==> src/rtl/rr_grant_scheduler.sv <==
// Round-robin scheduler sharing one resource among NUM_PORTS requesters.
// A grant is held until done, request drop, or the hold budget expires; outputs are registered.
module rr_grant_scheduler #(
    parameter int NUM_PORTS = 4,
    parameter int MAX_HOLD  = 8,
    parameter int ID_W      = $clog2(NUM_PORTS),
    parameter int CNT_W     = $clog2(MAX_HOLD + 1)
) (
    input  logic                 clk_i,
    input  logic                 rst_ni,
    input  logic [NUM_PORTS-1:0] req_i,
    input  logic [NUM_PORTS-1:0] done_i,
    output logic [NUM_PORTS-1:0] gnt_o,
    output logic                 gnt_valid_o,
    output logic [ID_W-1:0]      gnt_id_o,
    output logic                 timeout_o
);

    typedef enum logic {IDLE, GRANT} state_e;

    state_e               state_q, state_d;
    logic [ID_W-1:0]      ptr_q, ptr_d;
    logic [CNT_W-1:0]     cnt_q, cnt_d;
    logic [NUM_PORTS-1:0] gnt_q, gnt_d;
    logic [ID_W-1:0]      gnt_id_q, gnt_id_d;
    logic                 timeout_q, timeout_d;

    logic                 arb_found;
    logic [ID_W-1:0]      arb_sel;
    logic                 rel_done, rel_drop, rel_budget;
    logic [ID_W-1:0]      ptr_next;

    // Scan starting at ptr_q so the port after the last owner has top priority.
    always_comb begin
        // NOTE: every signal written here gets a default first, so no path leaves it unassigned (no latch).
        arb_found = 1'b0;
        arb_sel   = '0;
        for (int i = 0; i < NUM_PORTS; i++) begin
            int              slot;
            logic [ID_W-1:0] idx;
            slot = int'(ptr_q) + i;
            if (slot >= NUM_PORTS) slot = slot - NUM_PORTS;
            idx = ID_W'(slot);
            if (!arb_found && req_i[idx]) begin
                arb_found = 1'b1;
                arb_sel   = idx;
            end
        end
    end

    assign rel_done   = done_i[gnt_id_q];
    assign rel_drop   = !req_i[gnt_id_q];
    assign rel_budget = (cnt_q >= CNT_W'(MAX_HOLD));
    assign ptr_next   = (gnt_id_q == ID_W'(NUM_PORTS - 1)) ? '0 : gnt_id_q + ID_W'(1);

    always_comb begin
        state_d   = state_q;
        ptr_d     = ptr_q;
        cnt_d     = cnt_q;
        gnt_d     = '0;
        gnt_id_d  = '0;
        timeout_d = 1'b0;
        case (state_q)
            IDLE: begin
                if (arb_found) begin
                    state_d         = GRANT;
                    gnt_d[arb_sel]  = 1'b1;
                    gnt_id_d        = arb_sel;
                    cnt_d           = CNT_W'(1);
                end
            end
            GRANT: begin
                if (rel_done || rel_drop || rel_budget) begin
                    // Release forces one dead cycle; timeout only flags a pure budget expiry.
                    state_d   = IDLE;
                    cnt_d     = '0;
                    ptr_d     = ptr_next;
                    timeout_d = rel_budget && !rel_done && !rel_drop;
                end else begin
                    gnt_d    = gnt_q;
                    gnt_id_d = gnt_id_q;
                    cnt_d    = cnt_q + CNT_W'(1);
                end
            end
            default: state_d = IDLE;
        endcase
    end

    always_ff @(posedge clk_i or negedge rst_ni) begin
        // NOTE: sequential state uses non-blocking assignments so all flops update from pre-edge values.
        if (!rst_ni) begin
            state_q   <= IDLE;
            ptr_q     <= '0;
            cnt_q     <= '0;
            gnt_q     <= '0;
            gnt_id_q  <= '0;
            timeout_q <= 1'b0;
        end else begin
            state_q   <= state_d;
            ptr_q     <= ptr_d;
            cnt_q     <= cnt_d;
            gnt_q     <= gnt_d;
            gnt_id_q  <= gnt_id_d;
            timeout_q <= timeout_d;
        end
    end

    assign gnt_o       = gnt_q;
    assign gnt_id_o    = gnt_id_q;
    assign gnt_valid_o = (state_q == GRANT);
    assign timeout_o   = timeout_q;

endmodule

==> config.mk <==
export PLATFORM = sky130hd
export DESIGN_NAME = rr_grant_scheduler
export DESIGN_NICKNAME = d
export VERILOG_FILES = /design/src/rtl/rr_grant_scheduler.sv
export SDC_FILE = /design/constraint.sdc
export NUM_CORES = 1
export LEC_CHECK = 0
export ABC_AREA = 1
export CAP_MARGIN = 20
export CORE_MARGIN = 2
export CORE_UTILIZATION = 32
export DETAILED_ROUTE_END_ITERATION = 6
export PLACE_DENSITY_LB_ADDON = 0.08
export SLEW_MARGIN = 30
export SYNTH_ARGS = -nofsm -noshare
export SYNTH_HDL_FRONTEND = slang
export SYNTH_SLANG_ARGS = --single-unit
==> constraint.sdc <==
create_clock -name clk_i -period 1.9 [get_ports clk_i]
set_input_delay 0.19 -clock clk_i [delete_from_list [all_inputs] [get_ports clk_i]]
set_output_delay 0.19 -clock clk_i [all_outputs]
set_load 0.05 [all_outputs]
==> impl_metrics.py, run 1 <==
metrics = {
    "worst_setup_path": {
        "path_depth": 1,
        "r2r_setup_slack_ns": 0.31,
        "r2r-start": "ptr_q[0]$_DFFE_PN0P_",
        "path_delay_family": "buffers and inverters",
        "crit_type": "register to output port",
        "r2r_end": "gnt_o[0]$_DFFE_PN0P_",
        "cp_slowest_cell": "clkdlybuf4s50_1",
        "cp_data_required_time_ns": 1.71,
        "path_cells": "clkdlybuf4s50_1",
        "crit_path_max_fanout": 6,
        "cp-end-kind": "output port",
        "critPathMaxStageDelay_ns": 0.84,
        "startpoint_type": "register",
        "critical_path.endpoint": "gnt_valid_o",
        "reg2reg_depth": 10,
        "cp_num_buf_inv": 1,
        "crit_start": "gnt_valid_o$_DFF_PN0_",
        "critPathArrivalTime_ns": 1.56,
    },
    "global_route": {
        "grt_pass1_vias": 876,
        "grt_pass1_wl_mm": 3.77,
        "antenna_found_initial": 0,
        "overflow": 0,
        "grt_use_total": 0.142,
        "grt_max_degree": 15,
    },
    "placement": {
        "port_buffers": 17,
        "dp_hpwl_mm": 1.80,
        "dp_cells": 185,
        "routabilityCongestion": 0.809,
    },
    "power_and_ir_drop": {
        "irDropWorstVdd_mv": 0.593,
        "power_density_nw_per_um2": 1710,
        "leakage_uw": 0.000630,
    },
    "synth": {
        "synthCells": 135,
        "ys_ff_latch": 14,
        "yosysUniqueCellTypes": 28,
        "yosys-top-cells-area": "dfrtp_1 35%, nand2_1 15%, inv_1 6.8%",
        "netlist_area_um2": 996,
        "synth.top_cell.area_share": 0.352,
        "yosysTopAreaCell": "dfrtp_1",
        "yosys_warnings": 0,
        "syn-mean-instance-area_um2": 7.38,
        "ys_seq_area_frac": 0.352,
        "syn-num-nets": 148,
    },
    "route": {
        "drc": 0,
        "drt-initial-drc-count": 48,
        "dr.pass1.iters": 5,
        "drt-total-wl_mm": 2.18,
        "ant_nets": 0,
        "wl_per_cell_um": 11.6,
        "vias": 910,
        "vias_per_cell": 4.84,
    },
    "timing": {
        "tns_ns": 0,
        "maxSlewViolCount": 0,
        "slew_headroom": 0.561,
        "rsz0062_at_grt": "no",
        "whs_ns": 0.320,
        "setup_viol": 0,
        "worst_slew_pin_slew_ns": 0.656,
        "fmaxAchievable_ghz": 0.570,
        "final_min_period_over_clock_period": 0.923,
        "final_hold_viol_count": 0,
        "finalClockSkew_ns": 0.000753,
        "period_minus_slack_ns": 1.75,
    },
    "floorplan": {
        "core_um2": 3000,
        "dieHeight_um": 59.8,
        "dieArea_um2": 3570,
        "ioPinCount": 18,
        "die_width_um": 59.8,
        "rows": 20,
        "start_util": 0.332,
    },
    "clock_tree": {
        "ctsHtreeMaxLevel": 1,
        "cts_root_buf": "clkbuf_4",
        "numCtsBuffers": 3,
        "clock_sinks": 14,
        "clk_latency_ns": 0.27,
        "cts_hold_buf": 0,
        "postCtsSetupBuffers": 0,
        "cts_resized": 0,
        "clk_path_buf_depth": 2,
        "clk_pin_slew_ns": 0.08,
        "cts_tree": "yes",
    },
    "layout": {
        "area_growth_pct": 23.1,
        "fin_cells": 188,
        "seq_area_um2": 350,
        "multi_input_area_um2": 556,
        "final_nets": 170,
        "n_antenna_cell": 0,
        "nFillCells": 320,
        "drive_above_1_share": 0.187,
    },
    "min_path": {
        "min_path_type": "input pin to asynchronous set/reset pin",
    },
    "run": {
        "drv_cap": 0,
    },
    "run_status": {
        "status": "finished clean",
    },
}
-- cells in the final DEF (no fill, tap or decap), drive strengths merged, types with 2 or more instances in the layout --
master,count
o21ai,6
dfrtp,14
o22ai,2
o211ai,2
a21oi,4
nand3,9
nand2,53
clkdlybuf4s50,17
clkbuf,3
nor2,11
ha,3
nand3b,2
o21bai,2
inv,21
-- layer usage --
metal	vias up	GRT usage	share of wire
met4	0	0.0698	0.020
met3	4	0.0130	0.021
met5	-	0	0
met1	431	0.172	0.44
li1	460	-	-
met2	15	0.248	0.52
-- how the worst min path moves through the flow --
stage	startpoint	to	slack (ns)	cells after the start
global route	rst_ni	gnt_id_o[1]$_DFFE_PN0P_	0.36	1
CTS	rst_ni	gnt_id_o[1]$_DFFE_PN0P_	0.33	1
detailed placement	gnt_o[0]$_DFFE_PN0P_	gnt_o[0]$_DFFE_PN0P_	0.47	2
global placement	gnt_o[2]$_DFFE_PN0P_	gnt_o[2]$_DFFE_PN0P_	0.47	2
floorplan	rst_ni	cnt_q[0]$_DFFE_PN0P_	-0.11	0
finish	rst_ni	timeout_o$_DFF_PN0_	0.32	1
-- state kept, by name (all words and copies together), names as in the netlist --
register / count
ptr_q: 2
timeout_o: 1
gnt_o: 4
gnt_valid_o: 1
gnt_id_o: 2
cnt_q: 4
-- stage by stage --
| step | cell area, um^2 | setup slack, ns | util | total power, uW |
|---|---|---|---|---|
| floorplan | 996 | 0.277 | - | 1620 |
| global placement | 1200 | 0.130 | 0.401 | 1950 |
| detailed placement | 1200 | 0.150 | 0.401 | 1950 |
| CTS | 1230 | 0.136 | 0.408 | 2120 |
| global route | 1230 | 0.0781 | 0.408 | 2320 |
| finish | 1230 | 0.147 | 0.408 | 2090 |
-- synthesized netlist by cell type (all sizes together) --
library cell	instances
a21boi	1
a21oi	4
buf	1
dfrtp	14
ha	3
inv	21
nand2	53
nand3	9
nand3b	2
nand4	1
nor2	11
nor3	1
o211ai	2
o21ai	6
o21bai	2
o22ai	2
or2	1
xnor2	1
-- power breakdown --
group          internal, uW  leakage [uW]  switching [uW]
registers               403      0.000181             106
logic                   488      0.000436             936
clock network          73.2     0.0000138            87.0
-- worst reg2reg max path: cells and delay by family (launching register included) --
family          cells  cell delay, ns
compound gates      1            0.08
buf+inv             2            0.24
simple gates        7            0.72
flops               1            0.44
-- layout make-up --
class / count / area share
Timing Repair Buffer: 18 / 0.145
Tap cell: 33 / 0.0337
Sequential cell: 14 / 0.286
Multi-Input combinational cell: 99 / 0.453
Clock buffer: 3 / 0.0184
Inverter: 21 / 0.0643
-- cells by family after synthesis --
| kind of cell | after synthesis | share of synthesized area |
|---|---|---|
| AND/OR/NAND/NOR | 78 | 0.401 |
| buffers and inverters | 22 | 0.0904 |
| flip-flops | 14 | 0.352 |
| adder cells (fa/ha/maj) | 3 | 0.0377 |
| AO/OA/AOI/OAI | 17 | 0.111 |
| XOR/XNOR | 1 | 0.00880 |
(Power assumes the default switching activity.)
==> inputs of run 2 (changes only) <==
--- a/config.mk
+++ b/config.mk
@@ -7,10 +7,11 @@
 export LEC_CHECK = 0
 export ABC_AREA = 1
 export CAP_MARGIN = 20
-export CORE_MARGIN = 2
+export CORE_ASPECT_RATIO = 0.75
 export CORE_UTILIZATION = 32
 export DETAILED_ROUTE_END_ITERATION = 6
 export PLACE_DENSITY_LB_ADDON = 0.08
+export REMOVE_ABC_BUFFERS = 1
 export SLEW_MARGIN = 30
 export SYNTH_ARGS = -nofsm -noshare
 export SYNTH_HDL_FRONTEND = slang
==> impl_metrics.py, run 2 (same netlist as run 1, synthesis figures left out) <==
metrics = {
    "run_status": {
        "status": "finished clean",
    },
    "layout": {
        "nFillCells": 308,
        "final_cell_mix": "41 x nand2_1, 18 x inv_1, 17 x clkdlybuf4s50_1",
        "n_antenna_cell": 0,
        "final_common_cell": "nand2_1",
        "drive_above_1_share": 0.192,
        "final_nets": 171,
        "area_growth_pct": 26.4,
    },
    "clock_tree": {
        "clk_path_buf_depth": 2,
        "numCtsBuffers": 3,
        "clk_latency_ns": 0.25,
        "clock_sinks": 14,
        "ctsHtreeMaxLevel": 1,
        "cts_resized": 0,
        "clk_pin_slew_ns": 0.06,
        "cts_root_buf": "clkbuf_8",
        "cts_hold_buf": 0,
        "postCtsSetupBuffers": 0,
        "cts_tree": "yes",
    },
    "timing": {
        "final_hold_viol_count": 0,
        "whs_ns": 0.331,
        "maxSlewViolCount": 0,
        "setup_ws_ns": 0.164,
        "slew_headroom": 0.583,
        "rsz0062_at_grt": "no",
        "finalClockSkew_ns": 0.00417,
        "fmaxAchievable_ghz": 0.576,
        "tns_ns": 0,
        "final_min_period_over_clock_period": 0.914,
        "setup_viol": 0,
        "period_minus_slack_ns": 1.74,
        "worst_slew_pin_slew_ns": 0.624,
    },
    "global_route": {
        "grt_use_total": 0.163,
        "grt_pass1_vias": 868,
        "grt_pass1_wl_mm": 3.97,
        "overflow": 0,
        "antenna_found_initial": 0,
        "grt_max_degree": 15,
    },
    "min_path": {
        "min_path_type": "input pin to asynchronous set/reset pin",
    },
    "worst_setup_path": {
        "r2r-start": "ptr_q[0]$_DFFE_PN0P_",
        "startpoint_type": "register",
        "crit_start": "gnt_valid_o$_DFF_PN0_",
        "cp_slowest_cell": "clkdlybuf4s50_1",
        "critPathArrivalTime_ns": 1.55,
        "cp_data_required_time_ns": 1.71,
        "path_cells": "clkdlybuf4s50_1",
        "crit_type": "register to output port",
        "cp-end-kind": "output port",
        "crit_path_max_fanout": 6,
        "critPathMaxStageDelay_ns": 0.84,
        "cp_num_buf_inv": 1,
        "path_delay_family": "buffers and inverters",
    },
    "run": {
        "drv_cap": 0,
    },
    "route": {
        "dr.pass1.iters": 4,
        "ant_nets": 0,
        "drt-total-wl_mm": 2.33,
        "vias": 905,
        "drc": 0,
        "drt-initial-drc-count": 16,
        "wl_per_cell_um": 12.0,
        "vias_per_cell": 4.66,
    },
    "floorplan": {
        "die_width_um": 66.4,
        "dieHeight_um": 50.3,
        "dieArea_um2": 3340,
        "core_um2": 2960,
        "ioPinCount": 18,
        "rows": 17,
        "start_util": 0.337,
    },
    "placement": {
        "port_buffers": 17,
        "dp_hpwl_mm": 1.94,
        "pre_cts_ws_ns": 0.0914,
        "routabilityCongestion": 0.938,
    },
    "power_and_ir_drop": {
        "power_density_nw_per_um2": 1760,
        "irDropWorstVdd_mv": 0.874,
        "leakage_uw": 0.000643,
    },
}
[run 2: cell count changes in the layout (fill, tap and decap cells not counted), sizes merged]
cell	previous run	this run
buf	1	2
[run 2: report_power, final]
group	internal, uW	switching [uW]
Sequential	404	124
Combinational	498	952
Clock	140	103
[run 2: metrics by stage]
step,total power [uW],instance area (um^2),util,std cells
global placement,1970,1220,0.412,191
global route,2440,1260,0.426,194
CTS,2240,1260,0.426,194
floorplan,1590,985,-,134
finish,2220,1260,0.426,194
detailed placement,1990,1220,0.412,191
[run 2: layout make-up]
cell class	count	area (um^2)	area share
Clock buffer	3	41.3	0.0328
Inverter	21	78.8	0.0626
Multi-Input combinational cell	99	556	0.441
Sequential cell	14	350	0.278
Tap cell	38	47.5	0.0378
Timing Repair Buffer	19	185	0.147
[run 2: routing by layer]
metal,GRT usage,wire (um),vias up
met5,0,0,-
met4,0.0319,7,0
met3,0.0591,134,2
met2,0.231,949,24
met1,0.235,1240,412
li1,-,-,467
[run 2: final timing paths]
path / endpoint / slack, ns / depth (start not counted)
worst min-delay path: gnt_o[2]$_DFFE_PN0P_ / 0.33 / 1
worst min register to register: gnt_o[0]$_DFFE_PN0P_ / 0.48 / 2
worst max-delay path: gnt_valid_o / 0.16 / 1
min in group clk_i: gnt_o[0]$_DFFE_PN0P_ / 0.48 / 2
max in group asynchronous: timeout_o$_DFF_PN0_ / 1.16 / 1
worst max register to register: gnt_o[0]$_DFFE_PN0P_ / 0.25 / 11
